## src/rtl/tdm_pkg.sv

```systemverilog
// Shared definitions for the TDM serial link (transmit mux and receive demux).
// Latency: n/a (types and constants only).
// Backpressure: n/a; the serial link is free-running with no flow control.
package tdm_pkg;

    // Four channel slots per frame; the slot index is carried as two bits.
    localparam int NSLOT     = 4;
    localparam int SLOT_BITS = 2;

    // Default serial word width (bits per slot, MSB first).
    localparam int W_DEFAULT = 8;

    // Width of the consecutive-missing-marker counter (covers MISS_MAX up to 7).
    localparam int MISS_BITS = 3;

    typedef enum logic [0:0] {
        HUNT   = 1'b0,
        LOCKED = 1'b1
    } tdm_state_e;

    // Slot index of the following slot; 3 wraps back to 0.
    function automatic logic [SLOT_BITS-1:0] next_slot(input logic [SLOT_BITS-1:0] s);
        return s + 1'b1;
    endfunction

endpackage

```

## src/rtl/tdm_frame_aligner.sv

```systemverilog
// Frame alignment FSM: tracks bit/slot position, marker misses and emits slot-write strobes.
// Latency: wr_en is combinational for the current cycle; locked/slot/frame_done/sync_err are registered.
// Backpressure: none; one serial bit is consumed every clk.
module tdm_frame_aligner
    import tdm_pkg::*;
#(
    parameter int W        = W_DEFAULT,
    parameter int MISS_MAX = 2
) (
    input  logic                 clk,
    input  logic                 rst,
    input  logic                 fsync,
    output logic [SLOT_BITS-1:0] slot,
    output logic                 locked,
    output logic [NSLOT-1:0]     wr_en,
    output logic                 frame_done,
    output logic                 sync_err
);

    localparam int                  CW        = (W > 1) ? $clog2(W) : 1;
    localparam logic [CW-1:0]       LAST_BIT  = CW'(W - 1);
    localparam logic [CW-1:0]       FIRST_BIT = CW'(1);
    localparam logic [SLOT_BITS-1:0] LAST_SLOT = SLOT_BITS'(NSLOT - 1);
    localparam logic [MISS_BITS-1:0] MISS_LIM  = MISS_BITS'(MISS_MAX);

    tdm_state_e           state_q,      state_d;
    logic [CW-1:0]        bit_cnt_q,    bit_cnt_d;
    logic [SLOT_BITS-1:0] slot_q,       slot_d;
    logic [MISS_BITS-1:0] miss_cnt_q,   miss_cnt_d;
    logic                 frame_done_q, frame_done_d;
    logic                 sync_err_q,   sync_err_d;
    logic [NSLOT-1:0]     wr_en_d;

    // The only place a marker is legal once aligned: MSB of slot 0.
    logic at_marker;
    assign at_marker = (bit_cnt_q == '0) && (slot_q == '0);

    // Next-state logic for alignment, counters and strobes.
    always_comb begin
        state_d      = state_q;
        bit_cnt_d    = bit_cnt_q;
        slot_d       = slot_q;
        miss_cnt_d   = miss_cnt_q;
        frame_done_d = 1'b0;
        sync_err_d   = 1'b0;
        wr_en_d      = '0;

        case (state_q)
            HUNT: begin
                // The marker cycle carries the MSB of slot 0, so counting resumes at bit 1.
                if (fsync) begin
                    state_d    = LOCKED;
                    bit_cnt_d  = FIRST_BIT;
                    slot_d     = '0;
                    miss_cnt_d = '0;
                end
            end

            LOCKED: begin
                if (fsync && !at_marker) begin
                    // Misplaced marker: trust it, drop the partial word/frame and realign here.
                    sync_err_d = 1'b1;
                    bit_cnt_d  = FIRST_BIT;
                    slot_d     = '0;
                    miss_cnt_d = '0;
                end else if (at_marker && !fsync && (miss_cnt_q + 1'b1 == MISS_LIM)) begin
                    // Too many consecutive missing markers: give up and hunt again.
                    state_d    = HUNT;
                    bit_cnt_d  = '0;
                    slot_d     = '0;
                    miss_cnt_d = '0;
                end else begin
                    // A missing marker is tolerated; the frame is still received.
                    if (at_marker) begin
                        miss_cnt_d = fsync ? '0 : miss_cnt_q + 1'b1;
                    end
                    if (bit_cnt_q == LAST_BIT) begin
                        wr_en_d[slot_q] = 1'b1;
                        bit_cnt_d       = '0;
                        slot_d          = next_slot(slot_q);
                        frame_done_d    = (slot_q == LAST_SLOT);
                    end else begin
                        bit_cnt_d = bit_cnt_q + 1'b1;
                    end
                end
            end

            default: begin
                state_d    = HUNT;
                bit_cnt_d  = '0;
                slot_d     = '0;
                miss_cnt_d = '0;
            end
        endcase
    end

    // State and counter registers; reset overrides any marker in the same cycle.
    always_ff @(posedge clk) begin
        if (rst) begin
            state_q      <= HUNT;
            bit_cnt_q    <= '0;
            slot_q       <= '0;
            miss_cnt_q   <= '0;
            frame_done_q <= 1'b0;
            sync_err_q   <= 1'b0;
        end else begin
            state_q      <= state_d;
            bit_cnt_q    <= bit_cnt_d;
            slot_q       <= slot_d;
            miss_cnt_q   <= miss_cnt_d;
            frame_done_q <= frame_done_d;
            sync_err_q   <= sync_err_d;
        end
    end

    // wr_en must be combinational so the output register loads on the edge that
    // consumes the word's last bit. Reset suppresses it so a reset cycle writes nothing.
    assign wr_en      = rst ? '0 : wr_en_d;
    assign slot       = slot_q;
    assign locked     = (state_q == LOCKED);
    assign frame_done = frame_done_q;
    assign sync_err   = sync_err_q;

endmodule

```

## src/rtl/tdm_demux_1to4.sv

```systemverilog
// 1-to-4 TDM demultiplexer: deserialises four W-bit slots per frame into registered channel words.
// Latency: one edge from a slot's last serial bit to its output; frame_valid on the same edge as o3.
// Backpressure: none; outputs hold until overwritten and consumers must keep up with the line rate.
module tdm_demux_1to4
    import tdm_pkg::*;
#(
    parameter int W        = W_DEFAULT,
    parameter int MISS_MAX = 2
) (
    input  logic         clk,
    input  logic         rst,
    input  logic         din,
    input  logic         fsync,
    output logic [W-1:0] o0,
    output logic [W-1:0] o1,
    output logic [W-1:0] o2,
    output logic [W-1:0] o3,
    output logic         s1,
    output logic         s0,
    output logic         locked,
    output logic         frame_valid,
    output logic         sync_err
);

    logic [SLOT_BITS-1:0] slot;
    logic [NSLOT-1:0]     wr_en;

    // The shift register runs every cycle; the aligner decides when its contents
    // form a complete word, so partial words are discarded simply by not writing them.
    logic [W-1:0] shreg_q, shreg_d;
    logic [W-1:0] o_q [NSLOT];
    logic [W-1:0] o_d [NSLOT];

    tdm_frame_aligner #(
        .W        (W),
        .MISS_MAX (MISS_MAX)
    ) u_aligner (
        .clk        (clk),
        .rst        (rst),
        .fsync      (fsync),
        .slot       (slot),
        .locked     (locked),
        .wr_en      (wr_en),
        .frame_done (frame_valid),
        .sync_err   (sync_err)
    );

    // Shift in the new bit; the strobed slot captures the completed word.
    always_comb begin
        shreg_d = {shreg_q[W-2:0], din};
        for (int k = 0; k < NSLOT; k++) begin
            o_d[k] = wr_en[k] ? shreg_d : o_q[k];
        end
    end

    // Shift register and channel output registers.
    always_ff @(posedge clk) begin
        if (rst) begin
            shreg_q <= '0;
            for (int k = 0; k < NSLOT; k++) begin
                o_q[k] <= '0;
            end
        end else begin
            shreg_q <= shreg_d;
            for (int k = 0; k < NSLOT; k++) begin
                o_q[k] <= o_d[k];
            end
        end
    end

    assign o0 = o_q[0];
    assign o1 = o_q[1];
    assign o2 = o_q[2];
    assign o3 = o_q[3];
    assign s1 = slot[1];
    assign s0 = slot[0];

endmodule

```

## config.mk

```make
export PLATFORM = sky130hd
export DESIGN_NAME = tdm_demux_1to4
export DESIGN_NICKNAME = d
export VERILOG_FILES = /design/src/rtl/tdm_pkg.sv /design/src/rtl/tdm_frame_aligner.sv /design/src/rtl/tdm_demux_1to4.sv
export SDC_FILE = /design/constraint.sdc
export NUM_CORES = 1
export LEC_CHECK = 0
export CAP_MARGIN = 20
export CORE_MARGIN = 8
export CORE_UTILIZATION = 55
export DETAILED_ROUTE_END_ITERATION = 12
export PLACE_DENSITY = 0.84
export SETUP_SLACK_MARGIN = 0.2
export SKIP_LAST_GASP = 1
export SYNTH_ARGS = -nofsm -noshare
export SYNTH_HDL_FRONTEND = slang
export SYNTH_SLANG_ARGS = --single-unit
```

## constraint.sdc

```tcl
create_clock -name clk -period 3.8 [get_ports clk]
set_input_delay 0.76 -clock clk [delete_from_list [all_inputs] [get_ports clk]]
set_output_delay 0.76 -clock clk [all_outputs]
set_load 0.02 [all_outputs]
```

==> results of run 1 <==
==> layer usage <==
metal  vias to the layer above  global-route usage  part of all wire
li1                        915                   -                 -
met2                        65               0.262              0.48
met1                       878               0.214              0.43
met4                         0              0.0593             0.013
met3                         7              0.0472             0.073
met5                         -                   0                 0
==> sequential cells by signal (all words and copies together), names as in the netlist <==
register / flops
u_aligner.sync_err: 1
u_aligner.bit_cnt_q: 3
u_aligner.frame_done: 1
u_aligner.locked: 1
shreg_q: 7
u_aligner.miss_cnt_q: 3
u_aligner.slot: 2
o_q: 32
==> logic make-up after synthesis <==
| kind of cell | Yosys count | share of synthesized area |
|---|---|---|
| AO/OA/AOI/OAI | 83 | 0.221 |
| adder cells (fa/ha/maj) | 9 | 0.0534 |
| XOR/XNOR | 3 | 0.0125 |
| AND/OR/NAND/NOR | 67 | 0.182 |
| flip-flops | 50 | 0.474 |
| buffers and inverters | 23 | 0.0575 |
==> stage by stage <==
step | hold slack [ps] | power [mW] | util | instance area, um2
detailed placement | 470 | 0.601 | 0.679 | 2500
global placement | 462 | 0.600 | 0.679 | 2500
floorplan | 457 | 0.587 | - | 2110
global route | 507 | 0.950 | 0.706 | 2610
CTS | 483 | 0.923 | 0.706 | 2610
finish | 481 | 0.917 | 0.706 | 2610
==> placed cells by master, fill, tap and decap left out, drive strengths merged, types with 5 or more instances in the layout <==
cell type / count
dfxtp: 50
nor2: 5
clkdlybuf4s50: 40
o21ai: 37
clkbuf: 6
nor2b: 9
nand3: 35
a21oi: 34
inv: 7
ha: 9
==> critical path, delay by kind of cell <==
| family | cells | cell delay [ps] |
|---|---|---|
| buf+inv | 1 | 1010 |
| compound gates | 3 | 690 |
| simple gates | 1 | 290 |
==> cell type report <==
cell class / instances / share of cell area
Sequential cell: 50 / 0.384
Multi-Input combinational cell: 162 / 0.379
Timing Repair Buffer: 44 / 0.165
Clock buffer: 6 / 0.0317
Tap cell: 48 / 0.0231
Inverter: 7 / 0.0101
Clock inverter: 2 / 0.00672
==> power groups by stage <==
stage / combinational (mW) / clock, mW / sequential (mW)
4_1_cts: 0.0531 / 0.334 / 0.536
6_report: 0.0534 / 0.327 / 0.536
3_5_place_dp: 0.0528 / 0 / 0.548
5_1_grt: 0.0585 / 0.354 / 0.537
3_3_place_gp: 0.0520 / 0 / 0.548
2_1_floorplan: 0.0412 / 0 / 0.546
==> final timing paths <==
check,startpoint,to,slack (ps),cells past startpoint
hold / removal,o_q[2][0],o_q[2][0],480,2
setup reg to reg,u_aligner.slot[0],o_q[0][3],1500,7
hold reg to reg,o_q[2][0],o_q[2][0],480,2
setup / recovery,rst,o_q[3][3],1260,5
==> impl_metrics.csv, run 1 <==
group,metric,value,unit
global_routing,grt_overflow,0,
synth,ys_types,34,
synth,syn_avg_cell_area,8.98,um2
synth,synth-seq-cells,50,
setup_path,crit_chain,"clkdlybuf4s50_1 -> and4b_1 -> o21ai_1 -> o21ai_0 -> a21oi_1",
cells_and_area,regArea,1000,um2
flow_run,drv_cap,0,
synth,async_flop_share,0,
floorplanning,die_area,6070,um2
hold_path,worstHoldPathType,"reg -> reg",
power_and_ir_drop,internal_power,0.696,mW
sta,slew_headroom,0.446,
global_routing,globalRouteTotalUtil,0.167,
power_and_ir_drop,clkPwrFrac,0.357,
cells_and_area,fin_cells,319,
synth,ys_top_cells_by_area,"dfxtp_1 (47%), a21oi_1 (8.1%), nand3_1 (8.1%)",
setup_path,max_stage_delay,1010,ps
floorplanning,die_h,77.9,um
setup_path,critPathRequiredTime,4010,ps
sta,post-route-period-util,0.668,
synth,syn_nets,248,
floorplanning,ioPinCount,41,
cts,cts_buffer_depth,2,
power_and_ir_drop,p_sw_frac,0.241,
cts,clk_latency,300,ps
power_and_ir_drop,seqPwrFrac,0.585,
synth,synthMostInstantiatedCell,"dfxtp_1",
cts,root_buffer,"clkbuf_8",
cts,holdBufCountCts,0,
global_routing,grt_pass1_vias,1766,
setup_path,startpoint_type,"primary input",
sta,setup_slack,1260,ps
sta,setup_viol,0,
global_routing,grt_pass1_wl,8540,um
cells_and_area,area_delta_synth_final,23.5,%
sta,hold_viol_final,0,
sta,setup_tns,0,ps
setup_path,cp-end-kind,"register",
placed_design,placed_cells,311,
cts,cts_resized,0,
route,first_pass_iters,4,
sta,rsz0062_at_grt,"no",
cts,cts_buffers,5,
sta,fmax,394,MHz
setup_path,crit_fanout,24,
global_routing,antenna_found_initial,0,
power_and_ir_drop,leakage,0.885,nW
cts,htreeDepth,2,
cells_and_area,drive_gt1_frac,0.0664,
floorplanning,core_area,3690,um2
power_and_ir_drop,p_switching,0.221,mW
setup_path,crit_arrival,2750,ps
setup_path,slowest_stage,"clkdlybuf4s50_1",
setup_path,critPathKind,"in -> reg",
synth,synthTopCellsByCount,"dfxtp_1 (50), a21oi_1 (34), nand3_1 (34)",
route,drc_errors,0,
cts,cts_tree,"done",
route,via_per_inst,5.85,
cells_and_area,fin_nets,283,
synth,synth_edf_count,0,
synth,synth.top_cell.area_share,0.474,
cells_and_area,fillers,302,
synth,synthCells,235,
cts,clk_pin_slew,90,ps
sta,fin_skew,6.12,ps
placed_design,hpwl,3460,um
placed_design,dpl_worst_slack,1010,ps
route,vias,1865,
synth,synth_top_cell_by_area,"dfxtp_1",
global_routing,grt_max_degree,33,
power_and_ir_drop,peakVddDrop,0.387,mV
route,wirelength,5080,um
synth,synth-main-ff-cell,"dfxtp_1",
route,drt-initial-drc-count,243,
floorplanning,die_width,77.9,um
placed_design,port_buffers,40,
sta,worst_pin_slew,829,ps
cts,cts_setup_buffers,0,
floorplanning,start_util,0.572,
cells_and_area,multi_input_area,987,um2
sta,layout_min_cycle_time,2540,ps
power_and_ir_drop,p_per_area,352,nW/um2
floorplanning,row_count,22,
cts,cts.sinks,50,
sta,slew_viol_final,0,
synth,seq_area_frac_synth,0.474,
outcome,status,"finished, final reports clean",
route,ant_nets,0,
cells_and_area,antenna_cells,0,
placed_design,gp_congestion,0.830,
power_and_ir_drop,share_comb_of_total_power,0.058,
synth,yosys_warnings,0,
route,wire_per_inst,15.9,um
synth,syn-cell-area,2110,um2
Power figures use the tool's default switching activity.
==> inputs of run 2 (changes only) <==
--- a/config.mk
+++ b/config.mk
@@ -7,9 +7,9 @@
 export LEC_CHECK = 0
 export CAP_MARGIN = 20
 export CORE_MARGIN = 8
-export CORE_UTILIZATION = 55
+export CORE_UTILIZATION = 46
 export DETAILED_ROUTE_END_ITERATION = 12
-export PLACE_DENSITY = 0.84
+export PLACE_DENSITY = 0.75
 export SETUP_SLACK_MARGIN = 0.2
 export SKIP_LAST_GASP = 1
 export SYNTH_ARGS = -nofsm -noshare
==> constraint.sdc (replaced) <==
create_clock -name clk -period 2.22 [get_ports clk]
set_input_delay 0.444 -clock clk [delete_from_list [all_inputs] [get_ports clk]]
set_output_delay 0.444 -clock clk [all_outputs]
set_load 0.02 [all_outputs]
==> run 2 against run 1 <==
Compared with the run above:
- total power increased by 79%
- wire length decreased by 0.30%
- design area increased by 2.5%
- non-clock buffer count increased by 4
- final cell count increased by 2.2%
- worst hold slack improved by 0.78 ps
- critical path depth increased by 2
- sequential cell count unchanged
- global-route usage decreased by 2.3 points
- sequential power increased by 70%
- combinational power increased by 95%
- worst setup slack got worse by 930 ps
==> impl_metrics.csv, run 2 (synthesized netlist as in run 1, its figures left out) <==
group,metric,value,unit
sta,setup_tns,0,ps
global_routing,antenna_found_initial,0,
floorplanning,core_area,4380,um2
power_and_ir_drop,clkPwrFrac,0.381,
cells_and_area,fin_cells,326,
sta,fmax,530,MHz
cts,clk_pin_slew,90,ps
sta,setup_slack,333,ps
route,drc_errors,0,
global_routing,globalRouteTotalUtil,0.144,
cells_and_area,largest_reg_flops,32,
cells_and_area,area_delta_synth_final,26.6,%
cells_and_area,fin_nets,287,
cells_and_area,final_common_cell,"dfxtp_1",
global_routing,grt_max_degree,35,
power_and_ir_drop,leakage,0.910,nW
sta,worst_pin_slew,386,ps
global_routing,grt_pass1_vias,1755,
power_and_ir_drop,seqPwrFrac,0.555,
sta,post-route-period-util,0.850,
cells_and_area,final_cell_mix,"dfxtp_1 (50), clkdlybuf4s50_1 (40), a21oi_1 (34), nand3_1 (34), o21ai_0 (23)",
sta,fin_skew,6.17,ps
cells_and_area,antenna_cells,0,
cts,root_buffer,"clkbuf_8",
flow_run,drv_cap,0,
placed_design,gp_congestion,0.794,
placed_design,hpwl,3500,um
route,ant_nets,0,
cts,cts_buffers,5,
power_and_ir_drop,p_per_area,616,nW/um2
floorplanning,start_util,0.481,
power_and_ir_drop,internal_power,1.27,mW
sta,rsz0062_at_grt,"yes",
sta,hold_viol_final,0,
hold_path,worstHoldPathType,"reg -> reg",
cells_and_area,fillers,393,
cts,cts_setup_buffers,0,
cells_and_area,regMostFlops,"o_q",
cts,cts.sinks,50,
setup_path,crit_fanout,34,
setup_path,crit_arrival,2120,ps
cells_and_area,top_regs,"o_q x32, shreg_q x7",
sta,slew_headroom,0.741,
power_and_ir_drop,share_comb_of_total_power,0.064,
route,drt-initial-drc-count,173,
power_and_ir_drop,p_switching,0.374,mW
power_and_ir_drop,totalPowerFinal,1.65,mW
placed_design,placed_cells,319,
setup_path,critPathRequiredTime,2460,ps
floorplanning,row_count,24,
outcome,status,"finished, final reports clean",
setup_path,startpoint_type,"register",
power_and_ir_drop,p_sw_frac,0.227,
route,wire_per_inst,15.5,um
global_routing,grt_pass1_wl,8540,um
power_and_ir_drop,peakVddDrop,0.347,mV
cells_and_area,drive_gt1_frac,0.0876,
placed_design,dpl_worst_slack,162,ps
global_routing,grt_overflow,0,
sta,setup_viol,0,
cts,htreeDepth,2,
route,vias,1825,
placed_design,port_buffers,40,
floorplanning,die_width,83.7,um
cts,clk_latency,300,ps
route,wirelength,5070,um
cts,cts_tree,"done",
setup_path,critPathKind,"reg -> reg",
floorplanning,die_area,7010,um2
cts,cts_buffer_depth,2,
floorplanning,ioPinCount,41,
sta,slew_viol_final,0,
route,via_per_inst,5.60,
sta,layout_min_cycle_time,1890,ps
route,first_pass_iters,5,
floorplanning,die_h,83.7,um
setup_path,cp-end-kind,"register",
run 2: final timing paths:
check | start | cells after the start | slack (ps) | end
worst max-delay path | u_aligner.slot[1] | 7 | 330 | o_q[1][0]
worst min-delay path | o_q[3][1] | 2 | 480 | o_q[3][1]
worst max register to register | u_aligner.slot[1] | 7 | 330 | o_q[1][0]
worst min register to register | o_q[3][1] | 2 | 480 | o_q[3][1]
run 2: routing by layer:
| metal | part of all wire | GRT usage | vias to the layer above |
|---|---|---|---|
| met2 | 0.46 | 0.220 | 41 |
| li1 | - | - | 923 |
| met1 | 0.48 | 0.182 | 856 |
| met5 | 0 | 0 | - |
| met4 | 0.0093 | 0.0518 | 0 |
| met3 | 0.057 | 0.0488 | 5 |
run 2: area by class of cell:
class / count / area (um2) / share of cell area
clock inverter: 2 / 38.8 / 0.0145
sequential: 50 / 1000 / 0.375
multi-input combinational: 162 / 998 / 0.374
timing repair buffer: 48 / 473 / 0.177
clock buffer: 5 / 68.8 / 0.0258
tap: 52 / 65.1 / 0.0244
inverter: 7 / 26.3 / 0.00984
run 2: metrics by stage:
stage          hold WS [ps]  instance area (um2)   util
5_1_grt                 505                 2670  0.609
3_3_place_gp            462                 2550  0.582
3_5_place_dp            471                 2550  0.582
4_1_cts                 484                 2660  0.607
6_report                481                 2670  0.609
2_1_floorplan           457                 2110      -
run 2: worst max-delay path, cell delays in order, from the launching register on:
cell     delay [ps]
dfxtp_1         360
inv_1           110
ha_1            210
and3b_1         400
and3_1          270
buf_12          190
o21ai_0         110
a21oi_1         170
run 2: power groups by stage:
stage / combinational (mW) / clock (mW) / sequential [mW]
2_1_floorplan: 0.0706 / 0 / 0.934
3_3_place_gp: 0.101 / 0 / 0.934
3_5_place_dp: 0.102 / 0 / 0.934
4_1_cts: 0.102 / 0.638 / 0.913
5_1_grt: 0.115 / 0.682 / 0.915
6_report: 0.104 / 0.628 / 0.913
run 2: timing repair:
action,4_1_cts,5_1_grt
endpoints found under the setup margin,0,22
hold endpoints to repair,0,0
hold buffers,0,0
gates resized for setup,0,3
